--- src/rtl/ps2_pkg.sv ---
// Shared types and constants for the PS/2 host transmit path.
package ps2_pkg;

  typedef enum logic [2:0] {
    ST_IDLE,
    ST_INHIBIT,
    ST_REQ,
    ST_SEND,
    ST_ACK,
    ST_WAIT_IDLE,
    ST_ERROR
  } state_e;

  localparam logic [1:0]  ERR_NONE    = 2'b00;
  localparam logic [1:0]  ERR_TIMEOUT = 2'b01;
  localparam logic [1:0]  ERR_NOACK   = 2'b10;
  localparam int unsigned FRAME_BITS  = 10;
  localparam int unsigned ACK_FALL    = 11;

  function automatic int unsigned max3(input int unsigned a, input int unsigned b,
                                       input int unsigned c);
    int unsigned m;
    m = (a > b) ? a : b;
    return (m > c) ? m : c;
  endfunction

endpackage

--- src/rtl/ps2_host_tx_if.sv ---
// Command/status handshake between a client and the PS/2 host transmitter.
interface ps2_host_tx_if;
  logic [7:0] cmd_data;
  logic       cmd_valid;
  logic       cmd_ready;
  logic       busy;
  logic       tx_done;
  logic       tx_error;
  logic [1:0] err_code;

  modport master (
    output cmd_data, cmd_valid,
    input  cmd_ready, busy, tx_done, tx_error, err_code
  );

  modport slave (
    input  cmd_data, cmd_valid,
    output cmd_ready, busy, tx_done, tx_error, err_code
  );
endinterface

--- src/rtl/ps2_line_sync.sv ---
// Two-flop synchroniser for one PS/2 line plus a registered falling-edge strobe.
module ps2_line_sync (
  input  logic clk,
  input  logic rst_n,
  input  logic line,
  output logic level,
  output logic fall
);

  logic meta;
  logic sync;
  logic prev;

  // Idle bus level is high, so reset to 1 to avoid a spurious fall.
  always_ff @(posedge clk or negedge rst_n) begin
    if (!rst_n) begin
      meta <= 1'b1;
      sync <= 1'b1;
      prev <= 1'b1;
      fall <= 1'b0;
    end else begin
      meta <= line;
      sync <= meta;
      prev <= sync;
      fall <= prev & ~sync;
    end
  end

  assign level = sync;

endmodule

--- src/rtl/ps2_host_tx.sv ---
// Host-to-device PS/2 transmitter: inhibit, request-to-send, clocked frame, ACK check.
module ps2_host_tx
  import ps2_pkg::*;
#(
  parameter int unsigned CLK_FREQ_HZ    = 50_000_000,
  parameter int unsigned INHIBIT_CYCLES = CLK_FREQ_HZ / 10_000,
  parameter int unsigned REQ_CYCLES     = CLK_FREQ_HZ / 500_000,
  parameter int unsigned TIMEOUT_CYCLES = (CLK_FREQ_HZ / 1_000) * 15
) (
  input  logic          clk,
  input  logic          resetn,
  ps2_host_tx_if.slave  bus,
  input  logic          ps2_clk_in,
  input  logic          ps2_dat_in,
  output logic          ps2_clk_oe,
  output logic          ps2_dat_oe
);

  localparam int unsigned CNT_W = $clog2(max3(INHIBIT_CYCLES, REQ_CYCLES, TIMEOUT_CYCLES) + 1);
  localparam logic [CNT_W-1:0] INH_LAST = CNT_W'(INHIBIT_CYCLES - 1);
  localparam logic [CNT_W-1:0] REQ_LAST = CNT_W'(REQ_CYCLES - 1);
  localparam logic [CNT_W-1:0] TO_LAST  = CNT_W'(TIMEOUT_CYCLES - 1);

  logic clk_lvl, clk_fall;
  logic dat_lvl, dat_fall_unused;

  ps2_line_sync u_clk_sync (
    .clk   (clk),
    .rst_n (resetn),
    .line  (ps2_clk_in),
    .level (clk_lvl),
    .fall  (clk_fall)
  );

  ps2_line_sync u_dat_sync (
    .clk   (clk),
    .rst_n (resetn),
    .line  (ps2_dat_in),
    .level (dat_lvl),
    .fall  (dat_fall_unused)
  );

  state_e                state, state_n;
  logic [CNT_W-1:0]      cnt, cnt_n;
  logic [3:0]            bit_cnt, bit_cnt_n;
  logic [FRAME_BITS-1:0] frame, frame_n;
  logic                  dat_oe_n;
  logic [1:0]            err_code_n;
  logic                  done_n;

  // Next-state, counters and line drive.
  always_comb begin
    state_n    = state;
    cnt_n      = cnt;
    bit_cnt_n  = bit_cnt;
    frame_n    = frame;
    dat_oe_n   = ps2_dat_oe;
    err_code_n = bus.err_code;
    done_n     = 1'b0;

    unique case (state)
      ST_IDLE: begin
        cnt_n = '0;
        if (bus.cmd_valid && bus.cmd_ready) begin
          state_n = ST_INHIBIT;
          frame_n = {1'b1, ~^bus.cmd_data, bus.cmd_data};
        end
      end
      ST_INHIBIT: begin
        if (cnt == INH_LAST) begin
          state_n  = ST_REQ;
          cnt_n    = '0;
          dat_oe_n = 1'b1;
        end else begin
          cnt_n = cnt + CNT_W'(1);
        end
      end
      ST_REQ: begin
        if (cnt == REQ_LAST) begin
          state_n   = ST_SEND;
          cnt_n     = '0;
          bit_cnt_n = '0;
        end else begin
          cnt_n = cnt + CNT_W'(1);
        end
      end
      ST_SEND: begin
        if (clk_fall) begin
          cnt_n     = '0;
          dat_oe_n  = ~frame[bit_cnt];
          bit_cnt_n = bit_cnt + 4'd1;
          if (bit_cnt == 4'(FRAME_BITS - 1)) state_n = ST_ACK;
        end else if (cnt == TO_LAST) begin
          state_n    = ST_ERROR;
          err_code_n = ERR_TIMEOUT;
        end else begin
          cnt_n = cnt + CNT_W'(1);
        end
      end
      ST_ACK: begin
        if (clk_fall) begin
          cnt_n     = '0;
          bit_cnt_n = 4'(ACK_FALL);
          if (dat_lvl) begin
            state_n    = ST_ERROR;
            err_code_n = ERR_NOACK;
          end else begin
            state_n = ST_WAIT_IDLE;
          end
        end else if (cnt == TO_LAST) begin
          state_n    = ST_ERROR;
          err_code_n = ERR_TIMEOUT;
        end else begin
          cnt_n = cnt + CNT_W'(1);
        end
      end
      ST_WAIT_IDLE: begin
        if (clk_lvl && dat_lvl) begin
          state_n = ST_IDLE;
          done_n  = 1'b1;
        end else if (clk_fall) begin
          cnt_n = '0;
        end else if (cnt == TO_LAST) begin
          state_n    = ST_ERROR;
          err_code_n = ERR_TIMEOUT;
        end else begin
          cnt_n = cnt + CNT_W'(1);
        end
      end
      ST_ERROR: begin
        state_n = ST_IDLE;
        cnt_n   = '0;
      end
      default: begin
        state_n = ST_IDLE;
        cnt_n   = '0;
      end
    endcase

    // Data is only ever pulled low from the start bit through the stop bit.
    if (state_n inside {ST_IDLE, ST_INHIBIT, ST_ACK, ST_WAIT_IDLE, ST_ERROR}) dat_oe_n = 1'b0;
  end

  always_ff @(posedge clk or negedge resetn) begin
    if (!resetn) begin
      state         <= ST_IDLE;
      cnt           <= '0;
      bit_cnt       <= '0;
      frame         <= '0;
      ps2_clk_oe    <= 1'b0;
      ps2_dat_oe    <= 1'b0;
      bus.cmd_ready <= 1'b1;
      bus.busy      <= 1'b0;
      bus.tx_done   <= 1'b0;
      bus.tx_error  <= 1'b0;
      bus.err_code  <= ERR_NONE;
    end else begin
      state         <= state_n;
      cnt           <= cnt_n;
      bit_cnt       <= bit_cnt_n;
      frame         <= frame_n;
      ps2_clk_oe    <= (state_n == ST_INHIBIT) || (state_n == ST_REQ);
      ps2_dat_oe    <= dat_oe_n;
      bus.cmd_ready <= (state_n == ST_IDLE);
      bus.busy      <= (state_n != ST_IDLE);
      bus.tx_done   <= done_n;
      bus.tx_error  <= (state_n == ST_ERROR);
      bus.err_code  <= err_code_n;
    end
  end

endmodule

--- src/flat_wrapper.sv ---
// flat-port wrapper written by rule: the top's interface ports become plain ports
module ps2_host_tx_flat import ps2_pkg::*;
#(
  parameter int unsigned CLK_FREQ_HZ    = 50_000_000,
  parameter int unsigned INHIBIT_CYCLES = CLK_FREQ_HZ / 10_000,
  parameter int unsigned REQ_CYCLES     = CLK_FREQ_HZ / 500_000,
  parameter int unsigned TIMEOUT_CYCLES = (CLK_FREQ_HZ / 1_000) * 15
)
  (clk, resetn, ps2_clk_in, ps2_dat_in, ps2_clk_oe, ps2_dat_oe, bus_cmd_data, bus_cmd_valid, bus_cmd_ready, bus_busy, bus_tx_done, bus_tx_error, bus_err_code);
  ps2_host_tx_if bus_i ();
  input  logic clk;
  input  logic resetn;
  input  logic ps2_clk_in;
  input  logic ps2_dat_in;
  output logic ps2_clk_oe;
  output logic ps2_dat_oe;
  input wire logic [$bits(bus_i.cmd_data)-1:0] bus_cmd_data;
  input wire logic [$bits(bus_i.cmd_valid)-1:0] bus_cmd_valid;
  output wire logic [$bits(bus_i.cmd_ready)-1:0] bus_cmd_ready;
  output wire logic [$bits(bus_i.busy)-1:0] bus_busy;
  output wire logic [$bits(bus_i.tx_done)-1:0] bus_tx_done;
  output wire logic [$bits(bus_i.tx_error)-1:0] bus_tx_error;
  output wire logic [$bits(bus_i.err_code)-1:0] bus_err_code;
  assign bus_i.cmd_data = bus_cmd_data;
  assign bus_i.cmd_valid = bus_cmd_valid;
  assign bus_cmd_ready = bus_i.cmd_ready;
  assign bus_busy = bus_i.busy;
  assign bus_tx_done = bus_i.tx_done;
  assign bus_tx_error = bus_i.tx_error;
  assign bus_err_code = bus_i.err_code;
  ps2_host_tx #(.CLK_FREQ_HZ(CLK_FREQ_HZ), .INHIBIT_CYCLES(INHIBIT_CYCLES), .REQ_CYCLES(REQ_CYCLES), .TIMEOUT_CYCLES(TIMEOUT_CYCLES)) u_core (.clk(clk), .resetn(resetn), .bus(bus_i), .ps2_clk_in(ps2_clk_in), .ps2_dat_in(ps2_dat_in), .ps2_clk_oe(ps2_clk_oe), .ps2_dat_oe(ps2_dat_oe));
endmodule
--- config.mk ---
export PLATFORM = sky130hd
export DESIGN_NAME = ps2_host_tx_flat
export DESIGN_NICKNAME = d
export VERILOG_FILES = /design/src/rtl/ps2_pkg.sv /design/src/rtl/ps2_host_tx_if.sv /design/src/rtl/ps2_line_sync.sv /design/src/rtl/ps2_host_tx.sv /design/src/flat_wrapper.sv
export SDC_FILE = /design/constraint.sdc
export NUM_CORES = 1
export LEC_CHECK = 0
export ABC_CLOCK_PERIOD_IN_PS = 2930
export BUFFER_PORTS_ARGS = -buffer_cell sky130_fd_sc_hd__buf_2
export CAP_MARGIN = 40
export CORE_ASPECT_RATIO = 2
export CORE_MARGIN = 8
export CORE_UTILIZATION = 59
export DETAILED_ROUTE_END_ITERATION = 16
export GPL_TIMING_DRIVEN = 0
export PLACE_DENSITY = 0.79
export SLEW_MARGIN = 10
export SYNTH_ARGS = -nofsm -noshare
export SYNTH_HDL_FRONTEND = slang
export SYNTH_SLANG_ARGS = --single-unit
--- constraint.sdc ---
create_clock -name clk -period 2.93 [get_ports clk]
set_clock_uncertainty 0.2 [all_clocks]
set_input_delay 0.1465 -clock clk [delete_from_list [all_inputs] [get_ports clk]]
set_output_delay 0.1465 -clock clk [all_outputs]
set_load 0.03 [all_outputs]
# Word-level counts from Yosys, hierarchy flattened
# Cells that the tools add are included.
# W data, S select, Z words.
[totals]
ff_bits = 51
inputBits = 13
output_inout_bits = 8
wordCells = 95
[classes]
addsub = 2
magnitude_cmp = 1
eq_ne = 21
muxes = 35
bitwise = 3
reduce_logical = 16
[op_table]
columns = ["op", "n"]
rows = [
  ["$mux W20", 5],
  ["$pmux W20 S4", 1],
  ["$mux W3", 9],
  ["$add A20 B1 Y20 const B", 1],
  ["$eq A20 B13 Y1 const B", 1],
  ["$eq A20 B20 Y1 const B", 1],
  ["$eq A20 B7 Y1 const B", 1],
  ["$pmux W3 S6", 1],
  ["$eq A3 B3 Y1 const B", 5],
  ["$mux W2", 6],
  ["$mux W4", 3],
  ["$pmux W4 S3", 1],
  ["$reduce_bool A3 Y1", 4],
  ["$eq A3 B2 Y1 const B", 3],
  ["$reduce_xnor A8 Y1", 1],
  ["$eq A3 B1 Y1 const B", 2],
  ["$logic_not A3 Y1", 2],
  ["$mux W1", 6],
  ["$ne A2 B2 Y1 const B", 3],
  ["$pmux W2 S3", 1],
  ["$reduce_and A3 Y1", 2],
  ["$lt A4 B5 Y1 const B", 1],
  ["$reduce_bool A5 Y1", 1],
  ["$add A4 B1 Y4 const B", 1],
  ["14 further kinds", 16],
]

# Depth between registers and ports, before layout
# Gate-level depths: netlist of the first run.
[logic_depth]
word_depth = 9
depth_mapped = 10
ltp_nobuf = 9

# Cells and area by module
# Synthesis of the first run repeated with hierarchy kept, for this count alone.
[hier_totals]
hier_cells = 260
area_unflattened_um2 = 2685.1
[by_module_without_submodules]
columns = ["module", "instances", "cells_per_inst", "area_each_um2", "seq_area_each_um2"]
rows = [
  ["ps2_host_tx", 1, 250, 2449.8, 1127.3],
  ["ps2_line_sync", 2, 5, 117.6, 103.8],
]

# Least setup slack after synthesis of the first run
# Ideal clock, no wire load.
[synth_path]
path_type = "reg2reg"
startpoint = "register u_core.cnt[11]"
endpoint = "register u_core.ps2_dat_oe"
setup_ns = 0.120
arrival_time_ns = 2.389
t_required_ns = 2.610
setup_slack_ns = 0.221
path_stages_with_launch = 9
n_path_buf = 1
period_less_slack_ns = 2.709
cell_sequence = "dfrtp_1 -> or4_4 -> or3_4 -> nor4_4 -> nor2_1 -> or3_1 -> buf_2 -> nand2b_4 -> and3_1"
[synth_via]
elab_chain_cells = 9
elab_cells_between_ends = 22
cone_classes = "9 x eq/ne; 9 x mux; 4 x reduce/logical"
[synth_rtl]
columns = ["element", "line", "source"]
rows = [
  ["start: declaration", "ps2_host_tx.sv:44", "logic [CNT_W-1:0] cnt, cnt_n;"],
  ["start signal: assignment", "ps2_host_tx.sv:159", "cnt <= cnt_n;"],
  ["$eq A20 B20 Y1", "ps2_host_tx.sv:93, ps2_host_tx.sv:110, ps2_host_tx.sv:123", ""],
  ["$mux W3", "ps2_host_tx.sv:93, ps2_host_tx.sv:110, ps2_host_tx.sv:123", ""],
  ["$mux W3", "ps2_host_tx.sv:121", "end else if (clk_fall) begin"],
  ["$mux W3", "ps2_host_tx.sv:118", "if (clk_lvl && dat_lvl) begin"],
  ["$pmux W3 S6 *", "ps2_host_tx.sv:61", "unique case (state)"],
  ["net u_core.state_n[0]", "ps2_host_tx.sv:43", "state_e state, state_n;"],
  ["$eq A3 B1 Y1, or another cell as far along", "ps2_host_tx.sv:141", "if (state_n inside {ST_IDLE, ST_INHIBIT, ST_ACK, ST_WAIT_IDLE, ST_ERROR}) dat_oe_n = 1'b0;"],
  ["$reduce_bool A5 Y1 *", "ps2_host_tx.sv:141", ""],
  ["$ne A3 B1 Y1 (no line), or another cell as far along", "-", ""],
  ["$reduce_and A3 Y1 (no line)", "-", ""],
  ["end signal: assignment", "ps2_host_tx.sv:163", "ps2_dat_oe <= dat_oe_n;"],
  ["end: declaration", "ps2_host_tx.sv:16", "output logic ps2_dat_oe"],
]
# The timed path passes the listed nets; every way through them passes the cells marked *.
# A chain may end at the register's enable or synchronous reset.

# Worst setup path after layout of the first run
# Ends and elaborated chain as after synthesis.

==> summary.md, run 1 <==
| Metric | Value |
|---|---|
| RSZ-0062 raised after global routing | false |
| Outcome | finished, final reports clean |
| PortBufs | 20 |
| Pwr per Cell Area | 393 nW/um2 |
| Distinct cells, synth | 51 |
| Reg2Reg Launch Point | u_core.cnt[11] |
| DR DRC count | 0 |
| Longest Clk Path Bufs | 2 |
| Lkg Pwr | around 1.4 nW |
| Via count | ~2000 |
| Final worst setup slack | 0.146 ns |
| Post-Route WL | about 5500 um |
| Worst hold path type | reg2reg |
| Largest net degree at the start of global routing | 27 |
| CP max stage delay | about 0.55 ns |
| Hold Fails Final Rpt | 0 |
| Worst Setup End Kind | flop |
| Clock-pin slew on the worst setup and hold paths | about 0.090 ns |
| Mean post-synth cell area | slightly above 10 um2 |
| I/O Pins | 21 |
| Die Wd | between 60 and 70 um |
| Hold Path Stages | 0 |
| HPWL Detailed | approximately 4100 um |
| WL per Instance | around 16 um |
| Num rows | 34 |
| Hold slack | 0.162 ns |
| Crit Path Max Fanout | 6 |
| Routability Congestion | 0.884 |
| CTS tree | built |
| Worst Tran Pin Value | ~0.65 ns |
| HP Start | u_core.u_clk_sync.meta |
| Initial DRC Count | 67 |
| Core Area | ~4300 um2 |
| Syn Nets | approximately 270 |
| Worst reg2reg setup slack | 0.15 ns |
| Die area | roughly 7000 um2 |
| Critical path cell sequence | or4_4 > or3_4 > nor4_4 > nor2_1 > or3_1 > buf_2 > nand2b_4 > and3_1 |
| Num CTS Buffers | 5 |
| Vias in the first global route | approximately 2100 |
| Tmin final | approximately 2.8 ns |
| Area grow syn2layout | 16.0% |
| CTS sink cnt | between 50 and 60 |
| Number of H-tree levels | 2 |
| Fin nets | 311 |
| R2R depth | 8 |
| Sum of negative setup slack | 0 ns |
| Post-synth ARST share | 100% |
| Leading register cell type out of synthesis | dfrtp_1 |
| Sequential fraction of the synthesis area | roughly half |
| Root buf cell | clkbuf_8 |
| Final ANT Viol Nets | 0 |
| FF-to-FF End | u_core.ps2_dat_oe |
| Max-slew headroom | between 50% and 60% |
| Top cells by area, synth | dfrtp_1 43%, dfstp_2 6.1%, xnor2_1 4.4% |
| Pre-CTS WS | -0.0877 ns |
| Worst VDD drop | roughly 0.32 mV |
| # setup viols final | 0 |
| Hold path endpoint | u_core.u_clk_sync.level |
| CP Data Arrival Time | approximately 2.8 ns |
| Cells after synthesis | about 260 |
| Synth cell count leaders | 45 x dfrtp_1, 29 x nor2_1, 23 x nand2_1 |
| Number of vias per cell | roughly 5.7 |
| CP max-delay cell | or4_4 |
| WS Path Type | reg2reg |
| Initial antenna violation count | 0 |
| CP startpoint kind | flop |
| Req. time, crit path | 2.92 ns |
| Synth area leader | dfrtp_1 |
| Top-count cell post-synth | dfrtp_1 |
| EDFF count, synth | 0 |
| Final worst path period share | around 95% |
| First-pass GRT wire length | 9290 um |
| Mapped Area | approximately 2600 um2 |
| Yosys warning total | 0 |
| Total power | between 1 and 1.5 mW |
| Max Cap Viol | 0 |
| GRT Residual Overflow | 0 |
| #FFs+latches synth | 51 |
| Fraction of layout cells with a size suffix above 1 | 21.6% |
| Pins Over Slew Limit | 0 |
| Die Y | ~110 um |
| Post-synth top area share | roughly 43% |
| DR pass1 iterations | 5 |
| Post-layout util | ~70% |
| Initial Utilization | around three fifths |
| Diode count | 0 |
| Worst-Skew Late Latency | roughly 0.30 ns |
| Gr usage total | 16.7% |
| Max Fclk | around 360 MHz |
[cells in the final DEF (no fill, tap or decap), types with 6 or more instances in the layout]
master / instances
nand3_1: 7
a21oi_1: 10
or3_1: 6
dfstp_2: 6
xor2_1: 6
xnor2_1: 13
mux2_2: 9
dlygate4sd3_1: 11
nand2_1: 23
nor2_1: 29
clkbuf_8: 6
buf_2: 23
o21ai_0: 16
dfrtp_1: 44
nand4_1: 7
inv_1: 6
[state kept, by name (all words and copies together) (netlist names)]
name                     flops
u_core.bus.err_code          2
u_core.ps2_clk_oe            1
u_core.bus.busy              1
u_core.bit_cnt               4
u_core.u_dat_sync.level      1
u_core.ps2_dat_oe            1
u_core.state                 3
u_core.cnt                  20
u_core.bus.tx_error          1
u_core.u_dat_sync.meta       1
u_core.u_clk_sync.meta       1
u_core.u_clk_sync.prev       1
u_core.u_clk_sync.fall       1
u_core.bus.cmd_ready         1
u_core.bus.tx_done           1
u_core.u_clk_sync.level      1
u_core.frame                10
[stage by stage]
step                      cell area (um2)  cells
after detailed placement             2790    330
after floorplan                      2600    255
after CTS                            3000    349
after global placement               2770    329
after global routing                 3020    350
final                                3020    350
[cell type report]
cell class	instances	area, um2
flip-flops and latches	51	1280
fillers	341	1280
multi-input cells	190	1270
repair buffers	33	238
clock buffers	7	86.3
well taps	54	67.6
plain buffers	7	37.5
inverters	7	26.3
clock inverters	1	5.00
[power by group]
| group | switching [mW] | internal, mW | total, mW |
|---|---|---|---|
| sequential | 0.00339 | 0.710 | 0.714 |
| clock | 0.219 | 0.191 | 0.410 |
| combinational | 0.0305 | 0.0311 | 0.0616 |
| total | 0.253 | 0.932 | 1.18 |
[layer usage]
layer	part of all wire [%]	GRT usage [%]	wire, um
met5	0	0	0
met2	56	33.5	3090
met1	38	15.9	2090
met4	2.7	7.06	148
met3	2.8	3.06	153
[critical path: cells and delay by family, from the launching register on]
kind | cells | cell delay, ns
flip-flops | 1 | 0.45
AND/OR/NAND/NOR | 7 | 1.86
buffers and inverters | 1 | 0.16
[cell families after synthesis]
| logic type | Yosys count | share of synthesized area, % |
|---|---|---|
| xor+xnor | 19 | 6.40 |
| compound gates | 39 | 8.90 |
| simple gates | 115 | 24.7 |
| buf+inv | 14 | 2.45 |
| fa+ha+maj | 3 | 1.44 |
| flops | 51 | 49.4 |
| mux | 14 | 6.78 |
[worst max-delay path by stage]
| stage | startpoint | to | slack, ns | cells after the start |
|---|---|---|---|---|
| 5_1_grt | u_core.cnt[11] | u_core.cnt[3] | 0.05 | 7 |
| 4_1_cts | u_core.cnt[11] | u_core.ps2_dat_oe | 0.01 | 8 |
| 3_5_place_dp | u_core.cnt[14] | u_core.cnt[14] | -0.09 | 7 |
| 6_report | u_core.cnt[11] | u_core.ps2_dat_oe | 0.15 | 8 |
| 2_1_floorplan | u_core.cnt[11] | u_core.ps2_dat_oe | 0.22 | 8 |
| 3_3_place_gp | u_core.cnt[17] | u_core.cnt[16] | -0.05 | 7 |
[what timing repair did]
item / 4_1_cts / 5_1_grt
hold buffers: 11 / 0
buffers inserted: 0 / 1
pin swaps: 1 / 2
endpoints found under the hold margin: 31 / 0
endpoints found under the setup margin: 10 / 13
gates resized for setup: 2 / 2
Note: power is estimated with default switching activity, not from simulation.
==> run 2, diff against run 1 <==
--- a/config.mk
+++ b/config.mk
@@ -9,7 +9,6 @@
 export BUFFER_PORTS_ARGS = -buffer_cell sky130_fd_sc_hd__buf_2
 export CAP_MARGIN = 40
 export CORE_ASPECT_RATIO = 2
-export CORE_MARGIN = 8
 export CORE_UTILIZATION = 59
 export DETAILED_ROUTE_END_ITERATION = 16
 export GPL_TIMING_DRIVEN = 0
==> run 2 against run 1 <==
Effect of this change:
- hold slack got worse by 0.013 ns
- die area is 32% lower
- global-route usage is 9.2 points higher
- power rose by 7.5%
- clock power grew 21%
- setup slack got worse by 0.082 ns
- final cell count down 0.29%
- critical path depth is the same
- wire length shrank 1.7%
- sequential share of layout area is 0.46 points lower
- critical path type unchanged
- highest routed layer unchanged
==> summary.md, run 2 (synthesis results as in run 1) <==
| Metric | Value |
|---|---|
| Outcome | finished, final reports clean |
| Max Cap Viol | 0 |
| Die Wd | between 40 and 50 um |
| Hold slack | about 0.15 ns |
| Worst reg2reg setup slack | around 0.064 ns |
| Total power | approximately 1.3 mW |
| GRT Residual Overflow | 0 |
| Hold Fails Final Rpt | 0 |
| Num rows | 33 |
| Pre-CTS WS | -0.0651 ns |
| Lkg Pwr | between 1 and 1.5 nW |
| Die area | roughly 4700 um2 |
| Num CTS Buffers | 5 |
| Final ANT Viol Nets | 0 |
| CTS tree | built |
| Pwr per Cell Area | approximately 420 nW/um2 |
| Diode count | 0 |
| # setup viols final | 0 |
| Crit path launch | u_core.cnt[11] |
| Crit Path Max Fanout | 5 |
| Post-layout util | between 70 and 80% |
| Core Area | about 4200 um2 |
| Number of vias per cell | between 5 and 6 |
| Max Fclk | between 300 and 400 MHz |
| Clock-pin slew on the worst setup and hold paths | 0.09 ns |
| I/O Pins | 21 |
| Most common cell after layout, fill and taps aside | dfrtp_1 |
| Max reg flops | 20 |
| Final worst path period share | 97.8% |
| First-pass GRT wire length | 9170 um |
| Post-Route WL | between 5000 and 6000 um |
| Fin nets | between 300 and 400 |
| Worst-Skew Late Latency | roughly 0.30 ns |
| CP startpoint kind | flop |
| Root buf cell | clkbuf_8 |
| HPWL Detailed | ~4000 um |
| Longest Clk Path Bufs | 2 |
| CP Data Arrival Time | 2.86 ns |
| Worst hold path type | in2async |
| Req. time, crit path | slightly below 3 ns |
| Commonest non-fill, non-tap cells in the layout | 45 x dfrtp_1, 29 x nor2_1, 23 x nand2_1, 23 x buf_2, 16 x o21ai_0 |
| Final worst setup slack | between 0.06 and 0.07 ns |
| DR DRC count | 0 |
| Worst VDD drop | 0.397 mV |
| Worst Tran Pin Value | between 0.6 and 0.7 ns |
| Filler Cell Count | 318 |
| Regs by FF count | u_core.cnt: 20 flops, u_core.frame: 10 flops, u_core.bit_cnt: 4 flops |
| WL per Instance | between 15 and 20 um |
| Routability Congestion | between 0.8 and 0.9 |
| RSZ-0062 raised after global routing | false |
| Vias in the first global route | around 2100 |
| Number of H-tree levels | 2 |
| CTS sink cnt | a little over 50 |
| Pins Over Slew Limit | 0 |
| Area grow syn2layout | 17.2% |
| Initial antenna violation count | 0 |
| Via count | ~2000 |
| WS Path Type | reg2reg |
| Placed Cells | roughly 330 |
| Reg2Reg Launch Point | u_core.cnt[11] |
| Worst Setup End Kind | flop |
| Reg with most FFs | u_core.cnt |
| Fin cells | 349 |
| Max-slew headroom | between 50% and 60% |
| PortBufs | 20 |
| DR pass1 iterations | 4 |
| Initial DRC Count | 49 |
| Initial Utilization | around 62% |
| Die Y | 95.9 um |
| Fraction of layout cells with a size suffix above 1 | between 20% and 30% |
| Largest net degree at the start of global routing | 30 |
| Tmin final | between 2 and 3 ns |
| Gr usage total | ~26% |
==> run 2: through the flow <==
| step | setup TNS, ns | cell area, um2 |
|---|---|---|
| finish | 0 | 3050 |
| global route | 0 | 3050 |
| CTS | 0 | 3030 |
| detailed placement | -0.589 | 2790 |
| global placement | -0.326 | 2770 |
| floorplan | 0 | 2600 |
==> run 2: path summary, 6_finish.rpt <==
path / endpoint / depth (start not counted)
max in group asynchronous: u_core.u_dat_sync.meta / 3
hold / removal: u_core.ps2_clk_oe / 2
hold reg to reg: u_core.u_dat_sync.level / 0
min in group clk: u_core.u_dat_sync.level / 0
setup reg to reg: u_core.ps2_dat_oe / 8
setup / recovery: u_core.ps2_dat_oe / 8
==> run 2: what timing repair did <==
item | CTS | global route
cloned | 0 | 0
endpoints found under the setup margin | 10 | 11
hold buffers | 11 | 0
endpoints found under the hold margin | 32 | 0
pin swaps | 1 | 1
gates resized for setup | 2 | 1
buffers inserted | 0 | 2
==> run 2: cell type report <==
cell class              instances  area [um2]  share of cell area [%]
plain buffers                   7        37.5                    1.23
clock buffers                   6        82.6                    2.71
clock inverters                 2        35.0                    1.15
inverters                       7        26.3                   0.862
multi-input cells             190        1270                    41.7
flip-flops and latches         51        1280                    42.1
well taps                      52        65.1                    2.13
repair buffers                 34         245                    8.05
==> run 2: worst max-delay path: stages (launching register included) <==
cell      delay [ns]
dfrtp_1         0.43
or4_4           0.56
or3_4           0.36
nor4_4          0.31
nor2_1          0.09
or3_1           0.35
buf_2           0.16
nand2b_4        0.14
and3_1          0.16
==> run 2: where the power goes <==
| part | internal [mW] | switching, mW |
|---|---|---|
| combinational | 0.0311 | 0.0312 |
| sequential | 0.710 | 0.00350 |
| clock | 0.276 | 0.221 |
==> run 2: per-layer routing <==
layer  wire length (um)  vias up  global-route usage [%]
met5                  0        -                       0
met4                182        0                    13.5
met3                 94       17                    3.16
met2               3080       31                    50.8
met1               2030      996                    26.2
li1                   -      979                       -
==> run 3, diff against run 2 <==
--- a/config.mk
+++ b/config.mk
@@ -6,7 +6,7 @@
 export NUM_CORES = 1
 export LEC_CHECK = 0
 export ABC_CLOCK_PERIOD_IN_PS = 2930
-export BUFFER_PORTS_ARGS = -buffer_cell sky130_fd_sc_hd__buf_2
+export BUFFER_PORTS_ARGS = -buffer_cell sky130_fd_sc_hd__buf_4
 export CAP_MARGIN = 40
 export CORE_ASPECT_RATIO = 2
 export CORE_UTILIZATION = 59
==> run 3 against run 2 <==
Effect of this change:
- global-route usage up 0.67 points
- non-clock buffer count down 2
- first-iteration DRC count down 31%
- wire length up 3.3%
- clock-buffer cell count unchanged
- critical path type unchanged
==> summary.md, run 3 (synthesis results as in run 1) <==
| Metric | Value |
|---|---|
| Crit path launch | u_core.cnt[10] |
| Largest net degree at the start of global routing | 52 |
| Reg2Reg Launch Point | u_core.cnt[10] |
| Max Fclk | 364 MHz |
| Diode count | 0 |
| Regs by FF count | u_core.cnt: 20 flops, u_core.frame: 10 flops, u_core.bit_cnt: 4 flops |
| Most common cell after layout, fill and taps aside | dfrtp_1 |
| CP startpoint kind | flop |
| Worst-Skew Late Latency | just over 0.3 ns |
| I/O Pins | 21 |
| CP Data Arrival Time | between 2 and 3 ns |
| Num rows | 33 |
| DR pass1 iterations | 4 |
| Final worst path period share | approximately 94% |
| CTS tree | built |
| Tmin final | around 2.7 ns |
| Req. time, crit path | approximately 2.9 ns |
| Longest Clk Path Bufs | 2 |
| Initial Utilization | slightly above 60% |
| Crit Path Max Fanout | 8 |
| HPWL Detailed | around 4000 um |
| Gr usage total | around a quarter |
| DR DRC count | 0 |
| Final instance area | 3060 um2 |
| RSZ-0062 raised after global routing | false |
| # setup viols final | 0 |
| Worst Setup End Kind | flop |
| CTS sink cnt | 51 |
| CP endpoint | u_core.cnt[3] |
| Placement Cell Area | ~2800 um2 |
| Vias in the first global route | 2019 |
| Root buf cell | clkbuf_8 |
| Num CTS Buffers | 5 |
| Initial DRC Count | 34 |
| Lkg Pwr | 1.41 nW |
| WL per Instance | 16.0 um |
| First-pass GRT wire length | 9290 um |
| Core Area | around 4200 um2 |
| Max reg flops | 20 |
| Die area | roughly 4700 um2 |
| Via count | a little over 2000 |
| Max-slew headroom | between 50% and 60% |
| Multi-input logic area | between 1000 and 1500 um2 |
| Die Wd | 49.0 um |
| Worst Tran Pin Value | about 0.63 ns |
| Pins Over Slew Limit | 0 |
| Number of vias per cell | 5.86 |
| Outcome | finished, final reports clean |
| Worst VDD drop | between 0.4 and 0.5 mV |
| Hold Fails Final Rpt | 0 |
| Filler Cell Count | 321 |
| R2R depth | 7 |
| Number of H-tree levels | 2 |
| Fin nets | 310 |
| Final ANT Viol Nets | 0 |
| Die Y | between 90 and 100 um |
| FF/Latch Area | around 1300 um2 |
| Clock-pin slew on the worst setup and hold paths | 0.09 ns |
| PortBufs | 20 |
| Commonest non-fill, non-tap cells in the layout | 45 x dfrtp_1, 29 x nor2_1, 23 x nand2_1, 21 x buf_4, 16 x o21ai_0 |
| FF-to-FF End | u_core.cnt[3] |
| Hold slack | about 0.16 ns |
| Fraction of layout cells with a size suffix above 1 | 21.0% |
| Reg with most FFs | u_core.cnt |
| GRT Residual Overflow | 0 |
| Post-Route WL | ~5600 um |
| Pwr per Cell Area | around 410 nW/um2 |
| Worst hold path type | reg2reg |
| Worst reg2reg setup slack | 0.18 ns |
| Initial antenna violation count | 0 |
| Post-layout util | about three quarters |
| Max Cap Viol | 0 |
| Routability Congestion | about 0.87 |
| WS Path Type | reg2reg |
| Area grow syn2layout | 17.7% |
[run 3: cell types whose count changed in the layout (fill, tap and decap cells not counted), sizes merged]
cell,before,now
clkinvlp,0,1
buf,27,25
clkinv,1,0
[run 3: worst min path at each step]
stage,start,endpoint,cells after the start
6_report,u_core.u_dat_sync.meta,u_core.u_dat_sync.level,0
5_1_grt,u_core.u_dat_sync.meta,u_core.u_dat_sync.level,0
4_1_cts,u_core.u_dat_sync.meta,u_core.u_dat_sync.level,0
3_5_place_dp,resetn,u_core.ps2_clk_oe,1
3_3_place_gp,resetn,u_core.u_clk_sync.fall,1
2_1_floorplan,resetn,u_core.bit_cnt[0],0
[run 3: layout make-up]
| class | instances | share of cell area [%] |
|---|---|---|
| plain buffers | 7 | 1.23 |
| clock buffers | 6 | 2.37 |
| clock inverters | 2 | 1.23 |
| inverters | 7 | 0.858 |
| multi-input cells | 190 | 41.5 |
| flip-flops and latches | 51 | 41.9 |
| well taps | 52 | 2.12 |
| repair buffers | 32 | 8.74 |
[run 3: repair_timing]
item                       4_1_cts  5_1_grt
setup buffers                    0        1
setup endpoints to repair       10       11
gates resized for setup          1        2
cloned                           0        0
hold endpoints to repair        55        0
hold buffers                    11        0
pin swaps                        1        2
[run 3: stage by stage]
step / std cells / TNS, ns / power, mW / worst slack [ns]
after detailed placement: 327 / -0.549 / 0.780 / -0.0568
after global routing: 347 / 0 / 1.30 / 0.00650
final: 347 / 0 / 1.26 / 0.181
after global placement: 327 / -0.458 / 0.779 / -0.0467
after floorplan: 255 / 0 / 0.747 / 0.221
after CTS: 346 / 0 / 1.27 / 0.00317
[run 3: worst max-delay path, stage by stage (launching register included)]
cell and delay [ns]:
dfrtp_1 0.45, or4_4 0.55, or3_4 0.36, nor3_1 0.38, a21oi_1 0.30, nand2b_1 0.20
nor3b_1 0.07, a21o_1 0.15
[run 3: metal layers]
layer / GRT usage, % / wire length, um / vias up / share of wire [%]
li1: - / - / 979 / -
met5: 0 / 0 / - / 0
met3: 3.79 / 110 / 15 / 2.0
met4: 13.5 / 173 / 0 / 3.1
met2: 51.6 / 3240 / 32 / 58
met1: 27.1 / 2040 / 1007 / 37
[run 3: where the power goes]
| group | switching (mW) | total, mW | internal [mW] |
|---|---|---|---|
| registers | 0.00360 | 0.714 | 0.710 |
| clock network | 0.228 | 0.483 | 0.255 |
| logic | 0.0305 | 0.0635 | 0.0330 |
| total | 0.262 | 1.26 | 0.998 |
